### config.mk
export PLATFORM = sky130hd
export DESIGN_NAME = id_ex_stage
export DESIGN_NICKNAME = d
export VERILOG_FILES = /design/src/rtl/riscv_pkg.sv /design/src/rtl/sat_counter.sv /design/src/rtl/id_ex_stage.sv
export SDC_FILE = /design/constraint.sdc
export NUM_CORES = 1
export LEC_CHECK = 0
export CORE_AREA = 5 5 275 277
export CTS_CLUSTER_SIZE = 16
export DETAILED_ROUTE_END_ITERATION = 6
export DIE_AREA = 0 0 280 282
export PLACE_DENSITY = 0.54
export SLEW_MARGIN = 40
export SYNTH_ARGS = -nofsm -noshare
export SYNTH_HDL_FRONTEND = slang
export SYNTH_SLANG_ARGS = --single-unit
### constraint.sdc
create_clock -name clk -period 17.9 [get_ports clk]
set_input_delay 1.79 -clock clk [delete_from_list [all_inputs] [get_ports clk]]
set_output_delay 1.79 -clock clk [all_outputs]
set_load 0.01 [all_outputs]
### src/rtl/riscv_pkg.sv
`default_nettype none
// ============================================================================
// Package     : riscv_pkg
// Description : Shared datapath widths and control-bundle bit positions for
//               the decode/execute pipeline boundary.
//               Control bundle layout, MSB first:
//               {reg_write, mem_read, mem_write, mem_to_reg, alu_src,
//                branch, alu_op[1:0]}
// Revision    : 1.0 - initial release
// ============================================================================
package riscv_pkg;

  localparam int XLEN   = 64;
  localparam int REG_AW = 6;
  localparam int CTRL_W = 8;

  // Named bit positions inside the control bundle
  localparam int CTRL_REG_WRITE  = 7;
  localparam int CTRL_MEM_READ   = 6;
  localparam int CTRL_MEM_WRITE  = 5;
  localparam int CTRL_MEM_TO_REG = 4;
  localparam int CTRL_ALU_SRC    = 3;
  localparam int CTRL_BRANCH     = 2;
  localparam int CTRL_ALU_OP_MSB = 1;
  localparam int CTRL_ALU_OP_LSB = 0;

endpackage
`default_nettype wire

### src/rtl/sat_counter.sv
`default_nettype none
// ============================================================================
// Module      : sat_counter
// Description : Up-counter that increments by one on each rising edge where
//               inc is high and sticks at its all-ones value.
// Ports       : clk   - clock
//               reset - asynchronous active-high clear
//               inc   - count this edge
//               count - current value
// Revision    : 1.0 - initial release
// ============================================================================
module sat_counter #(
  parameter int W = 32
) (
  input  logic         clk,
  input  logic         reset,
  input  logic         inc,
  output logic [W-1:0] count
);

  logic [W-1:0] count_q;
  logic [W-1:0] count_d;

  always_comb begin
    count_d = count_q;
    if (inc && (count_q != {W{1'b1}})) begin
      count_d = count_q + {{(W-1){1'b0}}, 1'b1};
    end
  end

  always_ff @(posedge clk or posedge reset) begin
    if (reset) begin
      count_q <= '0;
    end else begin
      count_q <= count_d;
    end
  end

  assign count = count_q;

endmodule
`default_nettype wire

### src/rtl/id_ex_stage.sv
`default_nettype none
// ============================================================================
// Module      : id_ex_stage
// Description : ID/EX pipeline register. Captures the decoded instruction,
//               both register-file operands (with write-through bypass from
//               writeback) and the control bundle. Inserts a one-cycle bubble
//               on a load-use hazard and squashes on a taken-branch flush.
//               Keeps saturating stall and flush event counters.
// Ports       : clk, reset            - clock, async active-high reset
//               id_*                  - decode-stage instruction and operands
//               ex_flush              - taken branch in EX, squash entry
//               wb_reg_write/rd/data  - writeback port for bypass
//               stall_id              - hold PC and IF/ID (combinational)
//               ex_*                  - registered execute-stage copies
//               stall_count/flush_count - saturating performance counters
// Revision    : 1.0 - initial release
// ============================================================================
module id_ex_stage
  import riscv_pkg::*;
#(
  parameter int XLEN   = riscv_pkg::XLEN,
  parameter int REG_AW = riscv_pkg::REG_AW,
  parameter int CNT_W  = 32
) (
  input  logic              clk,
  input  logic              reset,
  input  logic              id_valid,
  input  logic [XLEN-1:0]   id_pc,
  input  logic [XLEN-1:0]   id_imm,
  input  logic [REG_AW-1:0] id_rs1,
  input  logic [REG_AW-1:0] id_rs2,
  input  logic [REG_AW-1:0] id_rd,
  input  logic [XLEN-1:0]   id_rdata1,
  input  logic [XLEN-1:0]   id_rdata2,
  input  logic [CTRL_W-1:0] id_ctrl,
  input  logic              ex_flush,
  input  logic              wb_reg_write,
  input  logic [REG_AW-1:0] wb_rd,
  input  logic [XLEN-1:0]   wb_data,
  output logic              stall_id,
  output logic              ex_valid,
  output logic [XLEN-1:0]   ex_pc,
  output logic [XLEN-1:0]   ex_imm,
  output logic [REG_AW-1:0] ex_rs1,
  output logic [REG_AW-1:0] ex_rs2,
  output logic [REG_AW-1:0] ex_rd,
  output logic [XLEN-1:0]   ex_rdata1,
  output logic [XLEN-1:0]   ex_rdata2,
  output logic [CTRL_W-1:0] ex_ctrl,
  output logic [CNT_W-1:0]  stall_count,
  output logic [CNT_W-1:0]  flush_count
);

  logic              ex_valid_q,  ex_valid_d;
  logic [XLEN-1:0]   ex_pc_q,     ex_pc_d;
  logic [XLEN-1:0]   ex_imm_q,    ex_imm_d;
  logic [REG_AW-1:0] ex_rs1_q,    ex_rs1_d;
  logic [REG_AW-1:0] ex_rs2_q,    ex_rs2_d;
  logic [REG_AW-1:0] ex_rd_q,     ex_rd_d;
  logic [XLEN-1:0]   ex_rdata1_q, ex_rdata1_d;
  logic [XLEN-1:0]   ex_rdata2_q, ex_rdata2_d;
  logic [CTRL_W-1:0] ex_ctrl_q,   ex_ctrl_d;

  logic hazard;
  logic bypass1;
  logic bypass2;

  // Load in EX whose destination is read by the instruction in ID.
  // A load to x0 never stalls since x0 is never really written.
  assign hazard = ex_valid_q & ex_ctrl_q[CTRL_MEM_READ] & (ex_rd_q != '0) & id_valid &
                  ((ex_rd_q == id_rs1) | (ex_rd_q == id_rs2));

  // A flush squashes the ID instruction anyway, so holding IF/ID is pointless.
  assign stall_id = hazard & ~ex_flush;

  // Register file reads the old value while writeback targets the same
  // register this cycle; substitute the value being written.
  assign bypass1 = wb_reg_write & (wb_rd != '0) & (wb_rd == id_rs1);
  assign bypass2 = wb_reg_write & (wb_rd != '0) & (wb_rd == id_rs2);

  always_comb begin
    ex_valid_d  = ex_valid_q;
    ex_pc_d     = ex_pc_q;
    ex_imm_d    = ex_imm_q;
    ex_rs1_d    = ex_rs1_q;
    ex_rs2_d    = ex_rs2_q;
    ex_rd_d     = ex_rd_q;
    ex_rdata1_d = ex_rdata1_q;
    ex_rdata2_d = ex_rdata2_q;
    ex_ctrl_d   = ex_ctrl_q;
    if (ex_flush || hazard) begin
      // Bubble: only valid and ctrl matter, data fields are don't-care.
      ex_valid_d = 1'b0;
      ex_ctrl_d  = '0;
    end else begin
      ex_valid_d  = id_valid;
      ex_pc_d     = id_pc;
      ex_imm_d    = id_imm;
      ex_rs1_d    = id_rs1;
      ex_rs2_d    = id_rs2;
      ex_rd_d     = id_rd;
      ex_rdata1_d = bypass1 ? wb_data : id_rdata1;
      ex_rdata2_d = bypass2 ? wb_data : id_rdata2;
      ex_ctrl_d   = id_valid ? id_ctrl : '0;
    end
  end

  always_ff @(posedge clk or posedge reset) begin
    if (reset) begin
      ex_valid_q  <= 1'b0;
      ex_pc_q     <= '0;
      ex_imm_q    <= '0;
      ex_rs1_q    <= '0;
      ex_rs2_q    <= '0;
      ex_rd_q     <= '0;
      ex_rdata1_q <= '0;
      ex_rdata2_q <= '0;
      ex_ctrl_q   <= '0;
    end else begin
      ex_valid_q  <= ex_valid_d;
      ex_pc_q     <= ex_pc_d;
      ex_imm_q    <= ex_imm_d;
      ex_rs1_q    <= ex_rs1_d;
      ex_rs2_q    <= ex_rs2_d;
      ex_rd_q     <= ex_rd_d;
      ex_rdata1_q <= ex_rdata1_d;
      ex_rdata2_q <= ex_rdata2_d;
      ex_ctrl_q   <= ex_ctrl_d;
    end
  end

  assign ex_valid  = ex_valid_q;
  assign ex_pc     = ex_pc_q;
  assign ex_imm    = ex_imm_q;
  assign ex_rs1    = ex_rs1_q;
  assign ex_rs2    = ex_rs2_q;
  assign ex_rd     = ex_rd_q;
  assign ex_rdata1 = ex_rdata1_q;
  assign ex_rdata2 = ex_rdata2_q;
  assign ex_ctrl   = ex_ctrl_q;

  sat_counter #(.W(CNT_W)) u_stall_cnt (
    .clk   (clk),
    .reset (reset),
    .inc   (stall_id),
    .count (stall_count)
  );

  sat_counter #(.W(CNT_W)) u_flush_cnt (
    .clk   (clk),
    .reset (reset),
    .inc   (ex_flush),
    .count (flush_count)
  );

endmodule
`default_nettype wire

==> qor.txt <==
Buf/Inv on CP: 3
Wl on met1: 22.9 mm
CP max-delay cell: clkdlybuf4s50_1
Leakage: 9.59 nW
Worst Skew: 19.4 ps
CTS resizes: 0
Net Sw Frac: 0.255
Synth Area in Compound Gates: 0.0506
DRC errors left: 0
Grt ovf: 0
Max layer used: met5
Mux cell area share after synthesis: 0.197
Post-route clock period utilization: 0.342
Num rows: 99
Util after Layout: 0.338
Critical path startpoint: id_valid
I/O Pins: 705
Clk slew on worst S/H paths: 50 ps
Slew margin rel.: 0.448
Synth async-reset ratio: 1.00
Design area: 0.0246 mm^2
Die width: 280 um
Final antenna-violating net count: 0
Max-cap violations: 0
Final Instance Count excl. Fillers: 2,902
Worst slew pin tran: 828 ps
Max Slew Vio Count: 0
Clock network fraction of total power: 0.406
Post-Syn Area: 0.0150 mm^2
Count leader, synth: dfrtp_1
Critical path's largest stage delay: 680 ps
Reg-to-Reg Start: ex_rd[1]
WS Path Type: in -> out
CTS H-Tree Depth: 2
Crit. End Element: output port
Hold slack: 490 ps
Comb pwr share: 0.187
Count of different cell masters after synthesis: 46
Total track usage: 0.143
Worst hold-check path type: reg -> reg
Synth warn: 0
Root Buffer: clkbuf_16
WP data arrival: 4330 ps
Top cells by area, synth: dfrtp_1 58%, mux2_2 11%, mux2i_1 8.5%, a21oi_1 4.3%, nor2_1 3.5%
CP delay by family, top: buffers and inverters
PD cells: 89.9 mW/mm^2
Status: finished clean
Critical Path RT: 16,110 ps
Post-synthesis xor/xnor area fraction: 0.0484
DR WL met3: 6.05 mm
Clk_lat worst skew: 560 ps
Psw: 563 uW
First-pass GRT wire length: 86.2 mm
Final Worst Setup Slack: 11,780 ps
CTS Buffer Depth: 3
Avg Inst Size Synth: 12.4 um^2
Inst Count DP: 2,820
Finish-stage setup viols: 0
Primary FF master, synth: dfrtp_1
Nets: 2,266
Via count: 12,200
HPWL after detailed placement: 46.9 mm
Post-DR vias/cell: 4.21
Largest area contributor in the netlist: dfrtp_1
Port Buffers: 704
Largest net degree at the start of global routing: 137
Sequential cell area: 0.00868 mm^2
Initial antenna violation count: 9
Worst slack at placement: 11,780 ps
FMAX: 163 MHz
Worst-path fanout max: 10
Syn nets: 1,568
Total CTS buffers: 42
Crit path top cell by count: clkdlybuf4s50_1
Initial DRT Pass Iterations: 4
Initial detailed-routing violation count: 505
Filler instances: 7,225
Overall power: 2.21 mW
Post-Synth Adder-Cell Area: 0.00167
Routability Congestion: 0.851
TritonCTS clock tree: yes
Post-synth top cells: 347 x dfrtp_1, 148 x mux2_2, 140 x nor2_1, 128 x a21oi_1, 128 x mux2i_1
Main combinational cell family by area after synthesis: multiplexers
Number of hold buffers added after cts: 0
HP Start: u_flush_cnt.count[30]
Footprint of the multi-input gates: 0.00591 mm^2
Number of global-route vias before repair: 13,200
CP Cell Sequence: clkdlybuf4s50_1 -> nand3_1 -> a21oi_2 -> and2b_1 -> nand2_2 -> inv_1 -> clkdlybuf4s50_1
Seq/Total Area, Yosys: 0.578
Wire length on met2: 29.1 mm
Initial Util: 0.207
Setup Fix Bufs, Post-CTS: 0
# clock sinks: 347
RSZ-0062 raised after global routing: no
EDFF count, synth: 0
DR WL/cell: 20.7 um
Simple-gate share of the synthesized area: 0.0940
Final hold vios: 0
Final worst path period need: 6120 ps
Sequential power share: 0.408
Placed Area: 0.0230 mm^2
Area grow syn2layout: 63.5%
Share of layout cells above drive strength 1: 0.130
Core ar.: 0.0726 mm^2
Top cell type's share of synthesized area: 0.578
Startpoint types: primary input
Die ar.: 0.0790 mm^2
Mapped Cells: 1,209
Worst ir drop on vdd: 63.9 uV
Sum Neg Setup Slack: 0 ps
Die Ht: 282 um
Number of synthesized register bits: 347
Final wirelength: 59.9 mm
Internal power: 1.65 mW
==> worst reg2reg max path, delay by kind of cell (launching register included) <==
family	cells	cell delay, ps
AO/OA/AOI/OAI	2	530
flip-flops	1	580
multiplexers	1	430
AND/OR/NAND/NOR	1	490
buffers and inverters	3	2010
==> kinds of logic (layout without fill, tap and decap cells) <==
kind of cell	after synthesis	after routing
other cells	0	4
flops	347	347
fa+ha+maj	2	2
mux	277	277
simple gates	285	285
buf+inv	76	806
xor+xnor	83	83
compound gates	139	139
==> cells in the final DEF (no fill, tap or decap), drive strengths merged <==
master and n:
o31a 1, or2 2, dfrtp 347, o311ai 1
clkdlybuf4s50 704, o2111ai 2, bufinv 5, and2 6
mux2i 128, buf 16, a21oi 130, and3 22
a31oi 1, clkbuf 59, xor2 28, nor3 9
o22ai 1, clkinvlp 1, nor4b 3, and4 7
xnor2 55, nand4 19, inv 11, ha 2
o31ai 1, or3 4, nor4 14, and2b 1
o2111a 1, diode 4, or4 3, nand2 31
nor2 141, o21ai 1, nand3 23, mux2 149
clkinv 10
==> path summary, 6_finish.rpt <==
kind	to	slack [ps]	cells past startpoint
min	u_flush_cnt.count[30]	490	1
max reg2reg	ex_pc[62]	13740	7
min reg2reg	u_flush_cnt.count[30]	490	1
min in group asynchronous	ex_imm[45]	1750	2
max in group asynchronous	u_stall_cnt.count[31]	14470	4
max	stall_id	11780	7
==> sequential cells by signal, summed over array words and instances, names as in the netlist, 8 cells and up <==
register           cells
ex_ctrl                8
ex_pc                 64
u_flush_cnt.count     32
ex_rdata1             64
ex_imm                64
u_stall_cnt.count     32
ex_rdata2             64
==> power by group through the flow <==
stage / Sequential, mW / Combinational (mW) / Clock [mW]
final: 0.901 / 0.413 / 0.896
after global placement: 0.912 / 0.415 / 0
after floorplan: 0.939 / 0.113 / 0
after global routing: 0.910 / 0.443 / 0.961
after detailed placement: 0.914 / 0.419 / 0
after CTS: 0.901 / 0.421 / 0.931
==> layout make-up <==
cell class,count,share of cell area
Tap cell,959,0.0489
Multi-Input combinational cell,786,0.241
Clock buffer,59,0.0495
Timing Repair Buffer,720,0.295
Inverter,10,0.00183
Antenna cell,4,0.000408
Sequential cell,347,0.354
Clock inverter,17,0.00988
==> metal layers <==
| layer | GRT usage | up-vias |
|---|---|---|
| li1 | - | 5647 |
| met1 | 0.163 | 5923 |
| met2 | 0.242 | 530 |
| met3 | 0.0598 | 100 |
| met4 | 0.0483 | 4 |
| met5 | 0 | - |
Note: power is estimated with default switching activity, not from simulation.
